==> src/rtl/display_timing.sv <==
// Parametrised raster timing generator with aligned sync/blank delay line, test-pattern
// source and registered colour gate, sitting between the frame renderer and the VGA pins.
module display_timing #(
  parameter int H_ACTIVE   = 640,
  parameter int H_FP       = 16,
  parameter int H_SYNC     = 96,
  parameter int H_BP       = 48,
  parameter int V_ACTIVE   = 480,
  parameter int V_FP       = 10,
  parameter int V_SYNC     = 2,
  parameter int V_BP       = 33,
  parameter bit HSYNC_POL  = 1'b0,
  parameter bit VSYNC_POL  = 1'b0,
  parameter int PIPE_DEPTH = 5,
  parameter int COLOR_BITS = 4,
  parameter int CW         = 11
) (
  input  logic                    clk,
  input  logic                    rst,
  input  logic                    enable,
  input  logic [1:0]              test_mode,
  input  logic [3*COLOR_BITS-1:0] pix_color,
  output logic [CW-1:0]           x,
  output logic [CW-1:0]           y,
  output logic [COLOR_BITS-1:0]   red,
  output logic [COLOR_BITS-1:0]   green,
  output logic [COLOR_BITS-1:0]   blue,
  output logic                    hsync,
  output logic                    vsync,
  output logic                    de,
  output logic                    frame_start,
  output logic                    line_start
);

  localparam int H_TOTAL  = H_ACTIVE + H_FP + H_SYNC + H_BP;
  localparam int V_TOTAL  = V_ACTIVE + V_FP + V_SYNC + V_BP;
  localparam int HS_START = H_ACTIVE + H_FP;
  localparam int HS_END   = HS_START + H_SYNC;
  localparam int VS_START = V_ACTIVE + V_FP;
  localparam int VS_END   = VS_START + V_SYNC;
  localparam int CB       = COLOR_BITS;
  localparam int CLRW     = 3 * COLOR_BITS;

  typedef struct packed {
    logic            active;
    logic            hs;
    logic            vs;
    logic            fs;
    logic            ls;
    logic [1:0]      mode;
    logic [CLRW-1:0] tcol;
  } stage_t;

  function automatic stage_t idle_stage();
    stage_t s;
    s    = '0;
    s.hs = ~HSYNC_POL;
    s.vs = ~VSYNC_POL;
    return s;
  endfunction

  logic [CW-1:0]   x_q, x_d;
  logic [CW-1:0]   y_q, y_d;
  logic [1:0]      mode_q, mode_d;
  stage_t          pipe_q [PIPE_DEPTH];
  stage_t          pipe_d [PIPE_DEPTH];
  stage_t          raw;
  stage_t          last;
  logic [CLRW-1:0] col_q, col_d;
  logic            de_q, de_d;
  logic            hs_q, hs_d;
  logic            vs_q, vs_d;
  logic            fs_q, fs_d;
  logic            ls_q, ls_d;
  logic            origin;
  logic [2:0]      bar_idx;
  int              xi;
  int              yi;

  // Raster counters; a low enable parks the raster at the frame origin.
  always_comb begin
    x_d = x_q;
    y_d = y_q;
    if (!enable) begin
      x_d = '0;
      y_d = '0;
    end else if (x_q == CW'(H_TOTAL - 1)) begin
      x_d = '0;
      if (y_q == CW'(V_TOTAL - 1)) y_d = '0;
      else                         y_d = y_q + CW'(1);
    end else begin
      x_d = x_q + CW'(1);
    end
  end

  // mode_d is the mode in force for this raster position: at the origin it is the
  // freshly latched value, so the whole new frame (including pixel 0,0) uses it.
  always_comb begin
    origin = (x_q == '0) && (y_q == '0);
    mode_d = (enable && origin) ? test_mode : mode_q;
  end

  always_comb begin
    xi      = int'(x_q);
    yi      = int'(y_q);
    bar_idx = 3'd0;
    for (int k = 1; k < 8; k++) begin
      if (xi * 8 >= k * H_ACTIVE) bar_idx = 3'(k);
    end

    raw        = idle_stage();
    raw.active = enable && (xi < H_ACTIVE) && (yi < V_ACTIVE);
    raw.hs     = (enable && xi >= HS_START && xi < HS_END) ? HSYNC_POL : ~HSYNC_POL;
    raw.vs     = (enable && yi >= VS_START && yi < VS_END) ? VSYNC_POL : ~VSYNC_POL;
    raw.fs     = enable && origin;
    raw.ls     = enable && (x_q == '0);
    raw.mode   = mode_d;
    case (mode_d)
      2'd1:    raw.tcol = '1;
      2'd2:    raw.tcol = {{CB{bar_idx[2]}}, {CB{bar_idx[1]}}, {CB{bar_idx[0]}}};
      2'd3:    raw.tcol = (x_q[4:0] == 5'd0 || y_q[4:0] == 5'd0) ? '1 : '0;
      default: raw.tcol = '0;
    endcase
  end

  // Delay line matching the renderer latency from x/y to pix_color.
  always_comb begin
    pipe_d[0] = raw;
    for (int i = 1; i < PIPE_DEPTH; i++) begin
      pipe_d[i] = pipe_q[i-1];
    end
  end

  always_comb begin
    last  = pipe_q[PIPE_DEPTH-1];
    col_d = '0;
    if (last.active) col_d = (last.mode == 2'd0) ? pix_color : last.tcol;
    de_d = last.active;
    hs_d = last.hs;
    vs_d = last.vs;
    fs_d = last.fs;
    ls_d = last.ls;
  end

  always_ff @(posedge clk or negedge rst) begin
    if (!rst) begin
      x_q    <= '0;
      y_q    <= '0;
      mode_q <= 2'd0;
      for (int i = 0; i < PIPE_DEPTH; i++) begin
        pipe_q[i] <= idle_stage();
      end
      col_q  <= '0;
      de_q   <= 1'b0;
      hs_q   <= ~HSYNC_POL;
      vs_q   <= ~VSYNC_POL;
      fs_q   <= 1'b0;
      ls_q   <= 1'b0;
    end else begin
      x_q    <= x_d;
      y_q    <= y_d;
      mode_q <= mode_d;
      pipe_q <= pipe_d;
      col_q  <= col_d;
      de_q   <= de_d;
      hs_q   <= hs_d;
      vs_q   <= vs_d;
      fs_q   <= fs_d;
      ls_q   <= ls_d;
    end
  end

  assign x           = x_q;
  assign y           = y_q;
  assign red         = col_q[CLRW-1 -: CB];
  assign green       = col_q[2*CB-1 -: CB];
  assign blue        = col_q[CB-1:0];
  assign hsync       = hs_q;
  assign vsync       = vs_q;
  assign de          = de_q;
  assign frame_start = fs_q;
  assign line_start  = ls_q;

endmodule

==> config.mk <==
export PLATFORM = sky130hd
export DESIGN_NAME = display_timing
export DESIGN_NICKNAME = d
export VERILOG_FILES = /design/src/rtl/display_timing.sv
export SDC_FILE = /design/constraint.sdc
export NUM_CORES = 1
export LEC_CHECK = 0
export ABC_AREA = 1
export BUFFER_PORTS_ARGS = -buffer_cell sky130_fd_sc_hd__buf_2
export CAP_MARGIN = 10
export CELL_PAD_IN_SITES_DETAIL_PLACEMENT = 0
export CELL_PAD_IN_SITES_GLOBAL_PLACEMENT = 1
export CORE_MARGIN = 2
export CORE_UTILIZATION = 43
export CTS_CLUSTER_DIAMETER = 30
export DETAILED_ROUTE_END_ITERATION = 10
export PLACE_DENSITY_LB_ADDON = 0.2
export SYNTH_ARGS = -nofsm -noshare
export SYNTH_HDL_FRONTEND = slang
export SYNTH_SLANG_ARGS = --single-unit
==> constraint.sdc <==
create_clock -name clk -period 2.3 [get_ports clk]
set_clock_uncertainty 0.15 [all_clocks]
set_input_delay 0.23 -clock clk [delete_from_list [all_inputs] [get_ports clk]]
set_output_delay 0.23 -clock clk [all_outputs]
set_load 0.03 [all_outputs]
==> results.yml, run 1 <==
synth:
  synth_seq_cells: 89
  ys_types: 29
  netlist_top_cells_count: "dfrtp_1 (77), nand2_1 (65), nor2_1 (29), inv_1 (26), a21oi_1 (24)"
  synthCells: 316
  synth-async-reset-ratio_pct: 100
  yosys.area.top_type: "dfrtp_1"
  synth-main-ff-cell: "dfrtp_1"
  ys_warn_count: 0
  synth_area_leaders: "dfrtp_1 (58%), dfstp_2 (9.5%), nand2_1 (7.3%)"
  synthMostInstantiatedCell: "dfrtp_1"
  synth_seq_area_share_pct: 67.5
  synth_edf_count: 0
  synth.cell_area_um2: 3320
  syn_nets: 337
  yosysTopAreaCellShare_pct: 58.0
  syn_area_per_cell_um2: 10.5
grt:
  met1_usage_pct: 20.6
  grt_max_degree: 40
  antenna_found_initial: 0
  top_usage_layer: "met2"
  grt_pass1_wl_um: 10600
  grt_pass1_vias: 2312
  overflow: 0
  grt_util_met2_pct: 26.2
  met3_usage_pct: 3.20
  gr-usage-all-layers_pct: 16.2
drt:
  wire_per_inst_um: 12.4
  vias_per_cell: 4.79
  drt-initial-drc-count: 98
  drc: 0
  antenna_left: 0
  via_count: 2404
  firstDrtPassIters: 4
  totalWireLength_um: 6200
finish:
  area_delta_synth_final_pct: 23.0
  n_antenna_cell: 0
  fin_area_um2: 4090
  n_fill_cell: 698
  layout-drive-gt1-share_pct: 27.3
  fin_nets: 416
power:
  internal-power_mw: 2.26
  seqPwrFrac_pct: 55.6
  p_leak_nw: 2.03
  switchingPower_mw: 0.913
  combPwrFrac_pct: 11.3
  power_frac_clock_pct: 33.1
  p_sw_share_pct: 28.8
  vdd_ir_drop_max_mv: 0.305
  p_per_area_nw_per_um2: 777
timing:
  setup_violations: 0
  min_period_over_period_pct: 85.0
  tns_ns: 0
  slew_headroom_pct: 66.2
  hold_viol_final: 0
  tightest_slew_ns: 0.503
  rsz0062_at_grt: "false"
  final.min_clock_period_ns: 1.96
  finalMaxSlewViolations: 0
  worst_slack_ns: 0.344
  fmax_mhz: 511
worst_setup_path:
  cpMaxStageDelayCell: "dfrtp_1"
  critical_path.cell_chain: "ha_1 -> nand2_1 -> nor2_4 -> nand4_1 -> nand2_1 -> inv_1 -> o21ai_0 -> a21oi_1"
  crit_path_end_kind: "flip-flop"
  critPathLaunchType: "flip-flop"
  critPathKind: "flip-flop to flip-flop"
  crit_required_ns: 2.40
  path_common_cell: "nand2_1"
  cpPeakStageDelay_ns: 0.42
  arrival_ns: 2.06
  cp_max_fo: 16
clocking:
  cts_resized: 0
  numCtsBuffers: 9
  cts.sinks: 89
  cts_tree: "built"
  clk_latency_ns: 0.36
  cts.clk_slew.worst_paths_ns: 0.10
  htreeDepth: 3
  cts_root_buf: "clkbuf_8"
  cts_buffer_depth: 2
worst_hold_path:
  hold_path.class: "primary input to flip-flop"
placement:
  place_congestion: 0.822
  hpwl_um: 4290
  place_ws_ns: 0.334
  dpl_cell_area_um2: 3760
  port_buffers: 55
floorplanning:
  fp.coreArea_um2: 7610
  die_area_um2: 8440
  start_util_pct: 43.7
  die_x_um: 91.9
  rows: 32
  die_y_um: 91.9
  io_pins: 56
status:
  status: "complete, no violations"
run:
  maxCapViolations: 0
[worst paths after layout]
check,from,to,slack [ns],cells after the start
min in group asynchronous,rst,col_q[10],0.19,2
max,x[0],x[9],0.34,8
max reg2reg,x[0],x[9],0.34,8
max in group asynchronous,rst,pipe_d[36],1.16,3
min reg2reg,pipe_d[41],pipe_d[22],0.20,0
min,test_mode[0],pipe_d[69],0.06,3
[area by class of cell]
class,count,area [um2],share of cell area (%)
Clock inverter,7,73.8,1.81
Inverter,35,131,3.22
Multi-Input combinational cell,186,921,22.5
Timing Repair Buffer,74,465,11.4
Sequential cell,89,2240,54.9
Tap cell,102,128,3.12
Clock buffer,9,124,3.03
[registers in the layout, indices dropped and copies added (netlist names)]
register and flops:
de_d 1, line_start 1, hsync 1, pipe_d 40
last 5, vsync 1, y 11, col_q 12
frame_start 1, x 11, hs_d 1, ls_d 1
fs_d 1, vs_d 1, de 1
[cell usage in the layout, fill, tap and decap left out, types with 2 or more instances in the layout]
cell type / n
a21oi_1: 24
buf_2: 54
buf_4: 6
clkbuf_8: 9
clkinv_4: 3
dfrtp_1: 77
dfstp_2: 12
dlygate4sd3_1: 13
ha_1: 4
inv_1: 26
inv_2: 9
inv_8: 2
nand2_1: 65
nand2_2: 4
nand3_1: 10
nand4_1: 8
nor2_1: 29
nor2_4: 3
nor3_1: 6
nor3_2: 2
o21ai_0: 12
o21ai_1: 6
o31ai_1: 2
xor2_1: 2
[metrics by stage]
stage,utilization (%),hold slack [ns],cells,power [mW]
after floorplan,-,-0.216,316,2.01
after global placement,49.4,0.0444,473,2.14
after detailed placement,49.4,0.0478,473,2.15
after CTS,53.7,0.0550,502,3.22
after global routing,53.7,0.0566,502,3.33
final,53.7,0.0632,502,3.17
[routing by layer]
| metal | up-vias | share of wire [%] |
|---|---|---|
| met2 | 77 | 48 |
| li1 | 1178 | - |
| met1 | 1139 | 44 |
| met4 | 0 | 1.9 |
| met5 | - | 0 |
| met3 | 10 | 5.7 |
[power groups by stage]
stage	Combinational [mW]	Sequential [mW]	Clock (mW)
2_1_floorplan	0.124	1.88	0
3_3_place_gp	0.346	1.79	0
3_5_place_dp	0.347	1.80	0
4_1_cts	0.364	1.77	1.09
5_1_grt	0.399	1.78	1.15
6_report	0.358	1.77	1.05
[worst max-delay path: cells and delay by family (launching register included)]
| family | cells | cell delay, ns |
|---|---|---|
| buffers and inverters | 1 | 0.16 |
| AND/OR/NAND/NOR | 4 | 0.75 |
| adder cells (fa/ha/maj) | 1 | 0.20 |
| AO/OA/AOI/OAI | 2 | 0.17 |
| flip-flops | 1 | 0.42 |
[logic make-up (layout without fill, tap and decap cells)]
kind of cell    count (synthesis)  in the layout  share of synthesized area, %
flops                          89             89                          67.5
simple gates                  130            130                          17.5
xor+xnor                        2              2                         0.527
compound gates                 50             50                          8.17
fa+ha+maj                       4              4                          1.51
buf+inv                        41            125                          4.78
[what timing repair did]
| item | CTS | global route |
|---|---|---|
| setup endpoints to repair | 0 | 0 |
| hold endpoints to repair | 44 | 0 |
| hold buffers | 13 | 0 |
| setup buffers | 0 | 0 |
(Power assumes the default switching activity.)
==> run 2: changes to the inputs <==
ABC_AREA = default   (was 1)
CORE_UTILIZATION = 44   (was 43)
==> results.yml, run 2 <==
status:
  status: "complete, no violations"
floorplanning:
  die_y_um: 92.2
  rows: 32
  io_pins: 56
  die_area_um2: 8500
  start_util_pct: 44.8
  fp.coreArea_um2: 7650
  die_x_um: 92.2
finish:
  multi_input_area_um2: 1110
  n_antenna_cell: 0
  n_fill_cell: 681
  final_cell_mix: "dfrtp_1 (74), buf_2 (54), buf_4 (27)"
  final_common_cell: "dfrtp_1"
  fin_nets: 401
  layout-drive-gt1-share_pct: 33.0
  ff_latch_area_um2: 2250
  largest_register_ff_count: 40
  area_delta_synth_final_pct: 26.2
clocking:
  cts_buffer_depth: 2
  cts.sinks: 89
  clk_latency_ns: 0.36
  cts.clk_slew.worst_paths_ns: 0.09
  cts_root_buf: "clkbuf_8"
  numCtsBuffers: 9
  htreeDepth: 3
  cts_tree: "built"
worst_setup_path:
  critPathKind: "flip-flop to flip-flop"
  cpPeakStageDelay_ns: 0.48
  crit_path_end_kind: "flip-flop"
  path_buf_inv: 1
  cpMaxStageDelayCell: "or4b_4"
  cp_max_fo: 4
  path_delay_family: "simple AND/OR/NAND/NOR gates"
  timing.rr.start: "y[0]"
  crit_required_ns: 2.40
  worstSetupStartpoint: "y[0]"
  critPathLaunchType: "flip-flop"
  arrival_ns: 2.35
  critical_path.cell_chain: "inv_2 -> ha_4 -> or4b_4 -> or4_4 -> nor2_4 -> mux2_4"
grt:
  overflow: 0
  grt_max_degree: 45
  gr-usage-all-layers_pct: 16.7
  grt_pass1_vias: 2236
  antenna_found_initial: 0
  grt_pass1_wl_um: 10900
drt:
  antenna_left: 0
  drc: 0
  drt-met1-wl_um: 2870
  met2WireLength_um: 3110
  wl_met3_um: 341
  vias_per_cell: 4.99
  top_layer: "met4"
  firstDrtPassIters: 5
  wire_per_inst_um: 13.3
  totalWireLength_um: 6470
  via_count: 2429
  drt-initial-drc-count: 80
synth:
  synth_edf_count: 0
  syn_area_per_cell_um2: 11.9
  synthCells: 287
  synth-async-reset-ratio_pct: 100
  synth.cell_area_um2: 3420
  synth_seq_cells: 89
  yosys.area.top_type: "dfrtp_1"
  syn_nets: 308
  synth_seq_area_share_pct: 65.5
  synth_area_leaders: "dfrtp_1 (56%), dfstp_2 (9.2%), nor2b_1 (3.8%)"
  netlist_top_cells_count: "dfrtp_1 (77), nor2_1 (22), a21oi_1 (21), nor2b_1 (21), nand2_1 (20)"
  synth-main-ff-cell: "dfrtp_1"
  yosysTopAreaCellShare_pct: 56.3
  ys_warn_count: 0
  synthMostInstantiatedCell: "dfrtp_1"
  ys_types: 45
timing:
  finalMaxSlewViolations: 0
  tightest_slew_ns: 0.556
  setup_violations: 0
  hold_viol_final: 0
  fmax_mhz: 443
  slew_headroom_pct: 62.4
  final.min_clock_period_ns: 2.26
  min_period_over_period_pct: 98.1
  rsz0062_at_grt: "false"
  tns_ns: 0
run:
  maxCapViolations: 0
power:
  power_mw: 3.18
  p_per_area_nw_per_um2: 737
  p_leak_nw: 2.02
  vdd_ir_drop_max_mv: 0.350
placement:
  hpwl_um: 4480
  port_buffers: 55
  place_congestion: 0.822
worst_hold_path:
  hold_path.class: "primary input to flip-flop"
  min-delay-start: "enable"
-- run 2: power by group --
part / switching, mW / internal [mW]
logic: 0.276 / 0.157
clock network: 0.556 / 0.399
registers: 0.0512 / 1.74
total: 0.884 / 2.30
-- run 2: cell families after synthesis --
family,share of synthesized area (%)
compound gates,8.70
xor+xnor,2.56
fa+ha+maj,1.75
buf+inv,2.74
flops,65.5
mux,0.621
simple gates,18.2
-- run 2: path summary, 6_finish.rpt --
check	to	slack, ns	cells after the start
max	pipe_d[70]	0.04	6
max reg2reg	pipe_d[70]	0.04	6
min in group asynchronous	line_start	0.23	2
min reg2reg	pipe_d[33]	0.19	0
max in group asynchronous	pipe_d[73]	1.08	3
min	y[1]	0.06	2
-- run 2: per-layer routing --
metal / vias to the layer above / track usage [%]
met2: 78 / 26.4
met5: - / 0
met3: 11 / 3.94
li1: 1170 / -
met1: 1170 / 21.7
met4: 0 / 8.21
-- run 2: area by class of cell --
class	count	share of cell area (%)
Sequential cell	89	52.0
Multi-Input combinational cell	174	25.7
Timing Repair Buffer	96	14.4
Tap cell	102	2.95
Clock buffer	9	2.87
Clock inverter	7	1.22
Inverter	10	0.869
-- run 2: worst register-to-register path, cell delays in order (launching register included) --
cell     delay, ns
dfrtp_2       0.41
inv_2         0.07
ha_4          0.13
or4b_4        0.48
or4_4         0.46
nor2_4        0.15
mux2_4        0.31
-- run 2: metrics by stage --
| step | setup WS, ns | std cells | hold slack [ns] | area, um2 | utilization, % |
|---|---|---|---|---|---|
| after floorplan | -0.0346 | 287 | -0.216 | 3440 | - |
| after global placement | 0.0346 | 455 | 0.101 | 3970 | 51.9 |
| after detailed placement | 0.0118 | 455 | 0.107 | 3970 | 51.9 |
| after CTS | 0.0149 | 486 | 0.0536 | 4300 | 56.2 |
| after global routing | 0.00219 | 487 | 0.0787 | 4320 | 56.5 |
| final | 0.0436 | 487 | 0.0645 | 4320 | 56.5 |
-- run 2: timing repair --
item                                    4_1_cts  5_1_grt
hold buffers                                 15        0
resized for setup                             0        4
setup buffers                                 0        1
endpoints found under the setup margin        1        9
pin swaps                                     1        0
hold endpoints to repair                     52        0
